===== config.mk =====
export PLATFORM = sky130hd
export DESIGN_NAME = mips_run_monitor
export DESIGN_NICKNAME = d
export VERILOG_FILES = /design/src/rtl/mips_run_pkg.sv /design/src/rtl/mips_run_monitor_trace_ring.sv /design/src/rtl/mips_run_monitor.sv
export SDC_FILE = /design/constraint.sdc
export NUM_CORES = 1
export LEC_CHECK = 0
export ABC_CLOCK_PERIOD_IN_PS = 11890
export BUFFER_PORTS_ARGS = -buffer_cell sky130_fd_sc_hd__buf_2
export CELL_PAD_IN_SITES_DETAIL_PLACEMENT = 0
export CELL_PAD_IN_SITES_GLOBAL_PLACEMENT = 2
export CORE_UTILIZATION = 51
export DETAILED_ROUTE_END_ITERATION = 8
export GPL_TIMING_DRIVEN = 0
export PLACE_DENSITY = 0.83
export SYNTH_ARGS = -nofsm -noshare
export SYNTH_HDL_FRONTEND = slang
export SYNTH_SLANG_ARGS = --single-unit

===== constraint.sdc =====
create_clock -name CLK -period 11.89 [get_ports CLK]
set_input_delay 1.7835 -clock CLK [delete_from_list [all_inputs] [get_ports CLK]]
set_output_delay 1.7835 -clock CLK [all_outputs]
set_load 0.01 [all_outputs]

===== src/rtl/mips_run_pkg.sv =====
// Shared types and constants for the MIPS run monitor: FSM states, done-cause codes
// and the default halt instruction word.
package mips_run_pkg;

    typedef enum logic [1:0] {
        CAUSE_NONE  = 2'd0,
        CAUSE_HALT  = 2'd1,
        CAUSE_STALL = 2'd2,
        CAUSE_LIMIT = 2'd3
    } cause_e;

    typedef enum logic [1:0] {
        ST_IDLE,
        ST_RUN,
        ST_DONE
    } state_e;

    // beq $0,$0,-1 : the core spins on itself
    localparam logic [31:0] HALT_INSTR_DEFAULT = 32'h1000FFFF;

endpackage


===== src/rtl/mips_run_monitor_trace_ring.sv =====
// Circular trace buffer: keeps the most recent DEPTH entries, overwriting the oldest
// when full, with a registered one-cycle pop port.
module trace_ring #(
    parameter int unsigned DEPTH = 16,
    parameter int unsigned W     = 64
) (
    input  logic                     clk,
    input  logic                     rst_n,
    input  logic                     push_i,
    input  logic [W-1:0]             push_data_i,
    input  logic                     pop_i,
    output logic                     rd_valid_o,
    output logic [W-1:0]             rd_data_o,
    output logic [$clog2(DEPTH):0]   count_o,
    output logic                     ovf_o
);

    localparam int unsigned AW = $clog2(DEPTH);
    localparam int unsigned CW = AW + 1;

    logic [W-1:0]  mem_q [DEPTH];
    logic [AW-1:0] wr_q, wr_d, rd_q, rd_d;
    logic [CW-1:0] count_q, count_d;
    logic          ovf_q, ovf_d;
    logic          rd_valid_q, rd_valid_d;
    logic [W-1:0]  rd_data_q, rd_data_d;
    logic          full, do_pop, overwrite;

    always_comb begin
        full       = (count_q == CW'(DEPTH));
        do_pop     = pop_i && (count_q != '0);
        overwrite  = push_i && full && !do_pop;
        wr_d       = push_i ? wr_q + AW'(1) : wr_q;
        // An overwrite discards the oldest entry, so the read pointer follows the writer
        rd_d       = (do_pop || overwrite) ? rd_q + AW'(1) : rd_q;
        count_d    = count_q;
        if (push_i && !do_pop && !full) begin
            count_d = count_q + CW'(1);
        end else if (do_pop && !push_i) begin
            count_d = count_q - CW'(1);
        end
        ovf_d      = ovf_q | overwrite;
        rd_valid_d = do_pop;
        rd_data_d  = do_pop ? mem_q[rd_q] : rd_data_q;
    end

    always_ff @(posedge clk) begin
        if (push_i) begin
            mem_q[wr_q] <= push_data_i;
        end
    end

    always_ff @(posedge clk) begin
        if (!rst_n) begin
            wr_q       <= '0;
            rd_q       <= '0;
            count_q    <= '0;
            ovf_q      <= 1'b0;
            rd_valid_q <= 1'b0;
            rd_data_q  <= '0;
        end else begin
            wr_q       <= wr_d;
            rd_q       <= rd_d;
            count_q    <= count_d;
            ovf_q      <= ovf_d;
            rd_valid_q <= rd_valid_d;
            rd_data_q  <= rd_data_d;
        end
    end

    assign rd_valid_o = rd_valid_q;
    assign rd_data_o  = rd_data_q;
    assign count_o    = count_q;
    assign ovf_o      = ovf_q;

endmodule


===== src/rtl/mips_run_monitor.sv =====
// Run-control and trace monitor for the MIPS_R2000 core: counts RUN cycles, traces
// PC changes and ends the run on halt instruction, PC stall or cycle limit.
module mips_run_monitor
    import mips_run_pkg::*;
#(
    parameter int unsigned TRACE_DEPTH = 16,
    parameter int unsigned STALL_LIMIT = 8,
    parameter logic [31:0] HALT_INSTR  = HALT_INSTR_DEFAULT,
    parameter int unsigned CNT_W       = 32
) (
    input  logic                           CLK,
    input  logic                           RST,
    input  logic                           EN,
    input  logic [31:0]                    PC,
    input  logic [31:0]                    INSTR,
    input  logic [CNT_W-1:0]               CYCLE_LIMIT,
    input  logic                           RD_EN,
    output logic                           RD_VALID,
    output logic [31:0]                    RD_PC,
    output logic [31:0]                    RD_INSTR,
    output logic [$clog2(TRACE_DEPTH):0]   TRACE_COUNT,
    output logic                           TRACE_OVF,
    output logic [CNT_W-1:0]               CYCLES,
    output logic                           RUNNING,
    output logic                           DONE,
    output logic [1:0]                     DONE_CAUSE
);

    localparam int unsigned    SW        = $clog2(STALL_LIMIT);
    localparam logic [SW-1:0]  STALL_MAX = SW'(STALL_LIMIT - 1);

    state_e           state_q, state_d;
    cause_e           cause_q, cause_d;
    logic [CNT_W-1:0] cycles_q, cycles_d, cycles_inc;
    logic [SW-1:0]    stall_q, stall_d;
    logic [31:0]      last_pc_q, last_pc_d;
    logic             first_q, first_d;
    logic             pc_changed, push;
    logic [63:0]      rd_data;

    always_comb begin
        state_d    = state_q;
        cause_d    = cause_q;
        cycles_d   = cycles_q;
        stall_d    = stall_q;
        last_pc_d  = last_pc_q;
        first_d    = first_q;
        push       = 1'b0;
        pc_changed = first_q || (PC != last_pc_q);
        cycles_inc = (&cycles_q) ? cycles_q : cycles_q + CNT_W'(1);

        unique case (state_q)
            ST_IDLE: begin
                cycles_d = '0;
                stall_d  = '0;
                first_d  = 1'b1;
                if (EN) begin
                    state_d = ST_RUN;
                end
            end
            ST_RUN: begin
                cycles_d  = cycles_inc;
                first_d   = 1'b0;
                last_pc_d = PC;
                if (pc_changed) begin
                    push    = 1'b1;
                    stall_d = '0;
                end else if (stall_q != STALL_MAX) begin
                    stall_d = stall_q + SW'(1);
                end
                // Halt outranks stall, stall outranks limit; the sample itself is still traced
                if (INSTR == HALT_INSTR) begin
                    state_d = ST_DONE;
                    cause_d = CAUSE_HALT;
                end else if (!pc_changed && (stall_d == STALL_MAX)) begin
                    state_d = ST_DONE;
                    cause_d = CAUSE_STALL;
                end else if ((CYCLE_LIMIT != '0) && (cycles_inc == CYCLE_LIMIT)) begin
                    state_d = ST_DONE;
                    cause_d = CAUSE_LIMIT;
                end
            end
            ST_DONE: begin
            end
            default: begin
                state_d = ST_IDLE;
            end
        endcase
    end

    always_ff @(posedge CLK) begin
        if (!RST) begin
            state_q   <= ST_IDLE;
            cause_q   <= CAUSE_NONE;
            cycles_q  <= '0;
            stall_q   <= '0;
            last_pc_q <= '0;
            first_q   <= 1'b1;
        end else begin
            state_q   <= state_d;
            cause_q   <= cause_d;
            cycles_q  <= cycles_d;
            stall_q   <= stall_d;
            last_pc_q <= last_pc_d;
            first_q   <= first_d;
        end
    end

    trace_ring #(
        .DEPTH (TRACE_DEPTH),
        .W     (64)
    ) u_trace_ring (
        .clk         (CLK),
        .rst_n       (RST),
        .push_i      (push),
        .push_data_i ({PC, INSTR}),
        .pop_i       (RD_EN),
        .rd_valid_o  (RD_VALID),
        .rd_data_o   (rd_data),
        .count_o     (TRACE_COUNT),
        .ovf_o       (TRACE_OVF)
    );

    assign RD_PC      = rd_data[63:32];
    assign RD_INSTR   = rd_data[31:0];
    assign CYCLES     = cycles_q;
    assign RUNNING    = (state_q == ST_RUN);
    assign DONE       = (state_q == ST_DONE);
    assign DONE_CAUSE = cause_q;

endmodule


==> summary.md <==
| Metric | Value |
|---|---|
| Worst hold slack | 0.4515 ns |
| Clk sink count | 1175 |
| Clock root cell | clkbuf_16 |
| WHS Endpoint | u_trace_ring.rd_data_o[62]$_SDFFE_PN0P_ |
| CP Max Fanout | 18 |
| Mux cell area share after synthesis | 0.1583 |
| FILL cells | 6515 |
| Post-Syn Nets | 2614 |
| GP Congestion | approximately 0.88 |
| CTS Hold Buffers Added | 0 |
| GRT Util Overall | 0.2749 |
| Synthesis warning total | 0 |
| DRC violation count after routing | 0 |
| Core area | between 0.09 and 0.1 mm^2 |
| Slowest stage delay, CP | 0.80 ns |
| Hold depth | 2 |
| Placed Cells | 3958 |
| Reg2Reg Depth | 9 |
| Worst-case clock buffer depth | 3 |
| CP max stage cell | nor3_2 |
| GR Overflow Total | 0 |
| Kind of critical path | primary input to register |
| Global-route wire length before repair | 179000 um |
| Register Area | 0.03377 mm^2 |
| Length of the first detailed-routing pass in iterations | 5 |
| Seq/Total Area, Yosys | 0.7292 |
| Reg2reg end | state_q[0]$_SDFFE_PN0P_ |
| CP arrival | 5.48 ns |
| Clock slew at reported path FFs | 0.06 ns |
| Non-filler instance count after layout | 4176 |
| Post-synth EDFFs | ~1000 |
| Critical path depth | 11 |
| Starting Density | 0.5145 |
| Vias in the first global route | 26010 |
| Final hold vios | 0 |
| Area growth syn-to-layout | 16.88% |
| Synth Area per Inst | approximately 19 um^2 |
| Peak VDD IR | 0.1561 mV |
| Final min period | 5.095 ns |
| Post-Synth Adder-Cell Area | 0.003134 |
| Worst reg-to-reg setup slack | 7.49 ns |
| Initial antenna violation count | 8 |
| Avg WL per Cell | 29.89 um |
| Largest net degree at the start of global routing | 23 |
| H-tree depth | 3 |
| Cells after Synth | 2503 |
| Leak | 17.29 nW |
| Fraction of layout cells with a size suffix above 1 | 0.2744 |
| Final period utilization | 0.4286 |
| Max-cap check violation count | 0 |
| Post-Syn Area | ~0.046 mm^2 |
| Simple-Gate Fraction of Synth Area | 0.05176 |
| HP Start | u_trace_ring.rd_data_o[62]$_SDFFE_PN0P_ |
| Main combinational cell family by area after synthesis | multiplexers |
| Initial DRC Count | 2923 |
| Die Y | around 300 um |
| Worst setup EP type | register |
| Worst skew pair latency | 0.71 ns |
| Vias per inst | 6.207 |
| Async SR Flop Fraction | 0 |
| # Post-CTS Setup Buffers | 0 |
| Top-count cell post-synth | edfxtp_1 |
| CTS tree | done |
| Synth area leader | edfxtp_1 |
| Status | finished clean |
| Routed Antenna Nets | 0 |
| Post-cts gate resize count | 0 |
| Die Span X | about 300 um |
| Critical path, cell by cell | buf_2 > xor2_1 > nor4_1 > nand4_1 > o31a_1 > clkbuf_1 > nand2_1 > nor3_2 > buf_8 > buf_6 > buf_6 |
| Final Skew | between 0.03 and 0.04 ns |
| Critical Path RT | 12.27 ns |
| XOR/XNOR Fraction of Synth Area | 0.01551 |
| Min-Delay Path Class | register to register |
| Ranking of synthesized cells by area | edfxtp_1 (66%), mux4_2 (16%), dfxtp_1 (6.5%) |
| Unrepaired setup endpoints after global routing | false |
| Post-synthesis cell type count | 71 |
| Setup violators final | 0 |
| Crit path max-delay family | simple AND/OR/NAND/NOR gates |
| Top cell by count, worst path | buf_6 |
| Layout net count | 3009 |
| Most frequent cells after synthesis | edfxtp_1 (1024), mux4_2 (320), nand2_1 (262), dfxtp_1 (151), a21oi_1 (150) |
| CTS buffer count | 114 |
| Ports | 207 |
| Area of the multi-input gates | 0.01203 mm^2 |
| Startpoint Class | primary input |
| #FFs+latches synth | 1175 |
| Post-Route WL | 124800 um |
| Post-synthesis compound-gate area fraction | 0.02864 |
| PortBufs | approximately 210 |
| Worst-Margin Slew | approximately 1.5 ns |
| Pwr dens | 194.3 mW/mm^2 |
| Rel. slew slack | 0.03185 |
| Worst r2r src | CYCLES[1]$_SDFFE_PN0P_ |
| Fmax | ~200 MHz |
| Synth Flop Type | edfxtp_1 |
| Routed via count | 25920 |
| Yosys top cell area share | 0.6639 |
| Num rows | 110 |
| DPL Wire Length | 81360 um |
| Die area | 0.09202 mm^2 |
| Crit path buf inv count | 5 |
| Slew Limit Fails | 0 |
-- worst min-delay path, delay by kind of cell (launching register included) --
kind	cells	cell delay, ns
AND/OR/NAND/NOR	1	0.05
flip-flops	1	0.30
AO/OA/AOI/OAI	1	0.05
-- metrics by stage --
stage / area [um^2] / worst slack (ns) / TNS, ns / total power [mW] / utilization
after floorplan: 46310 / 4.266 / 0 / 6.139 / -
after global routing: 54130 / 6.593 / 0 / 10.87 / 0.6014
after global placement: 48810 / -2.406 / -597.93 / 6.815 / 0.5423
final: 54130 / 6.795 / 0 / 10.52 / 0.6014
after CTS: 54130 / 6.771 / 0 / 10.59 / 0.6014
after detailed placement: 50200 / 6.232 / 0 / 6.858 / 0.5578
-- state kept, by name, summed over array words and instances (netlist names) --
register,cells
state_q,2
CYCLES,32
u_trace_ring.wr_q,4
last_pc_q,32
first_q,1
stall_q,3
u_trace_ring.rd_q,4
DONE_CAUSE,2
u_trace_ring.ovf_o,1
u_trace_ring.mem_q,1024
u_trace_ring.rd_data_o,64
u_trace_ring.count_o,5
u_trace_ring.rd_valid_o,1
-- metal layers --
metal / global-route usage / up-vias / part of all wire
li1: - / 10890 / -
met1: 0.3871 / 13560 / 0.40
met2: 0.4456 / 1244 / 0.49
met3: 0.04098 / 213 / 0.078
met4: 0.08940 / 12 / 0.028
met5: 0 / - / 0.00060
-- worst max-delay path by stage --
stage | startpoint | slack [ns] | end
after floorplan | PC[11] | 4.27 | u_trace_ring.mem_q[3][0]$_DFFE_PP_
after global placement | PC[5] | -2.41 | u_trace_ring.mem_q[3][47]$_DFFE_PP_
after detailed placement | PC[5] | 6.23 | u_trace_ring.mem_q[3][47]$_DFFE_PP_
after CTS | state_q[1]$_SDFFE_PN0P_ | 6.77 | RUNNING
after global routing | state_q[1]$_SDFFE_PN0P_ | 6.59 | RUNNING
final | PC[5] | 6.79 | u_trace_ring.mem_q[3][43]$_DFFE_PP_
-- logic make-up (layout without fill, tap and decap cells) --
logic type / after synthesis / count (layout)
buffers and inverters: 162 / 658
adder cells (fa/ha/maj): 11 / 11
multiplexers: 332 / 332
XOR/XNOR: 82 / 82
AND/OR/NAND/NOR: 511 / 511
other: 0 / 1
AO/OA/AOI/OAI: 230 / 230
flip-flops: 1175 / 1175
-- layout make-up --
cell class / count / area share
antenna: 1 / 0.00004623
buffer: 146 / 0.01045
clock buffer: 157 / 0.05924
clock inverter: 60 / 0.01327
inverter: 16 / 0.001109
multi-input combinational: 1166 / 0.2222
sequential: 1175 / 0.6239
tap: 1176 / 0.02718
timing repair buffer: 279 / 0.04262
-- report_power, final --
| part | switching, mW | internal (mW) | total, mW |
|---|---|---|---|
| combinational | 1.13 | 0.958 | 2.08 |
| sequential | 0.0573 | 4.61 | 4.66 |
| clock | 1.56 | 2.21 | 3.77 |
-- cell usage in the layout, fill, tap and decap left out, drive strengths merged, types with 9 or more instances in the layout --
| cell type | count |
|---|---|
| edfxtp | 1024 |
| buf | 326 |
| mux4 | 320 |
| nand2 | 262 |
| clkbuf | 256 |
| dfxtp | 151 |
| a21oi | 150 |
| nor2 | 75 |
| xor2 | 44 |
| xnor2 | 38 |
| nand4 | 36 |
| clkinv | 35 |
| nor4 | 33 |
| o21ai | 27 |
| nor3 | 25 |
| nand3 | 22 |
| inv | 21 |
| bufinv | 15 |
| or3 | 11 |
| ha | 10 |
| or4 | 10 |
| mux2i | 9 |
Power figures use the tool's default switching activity.
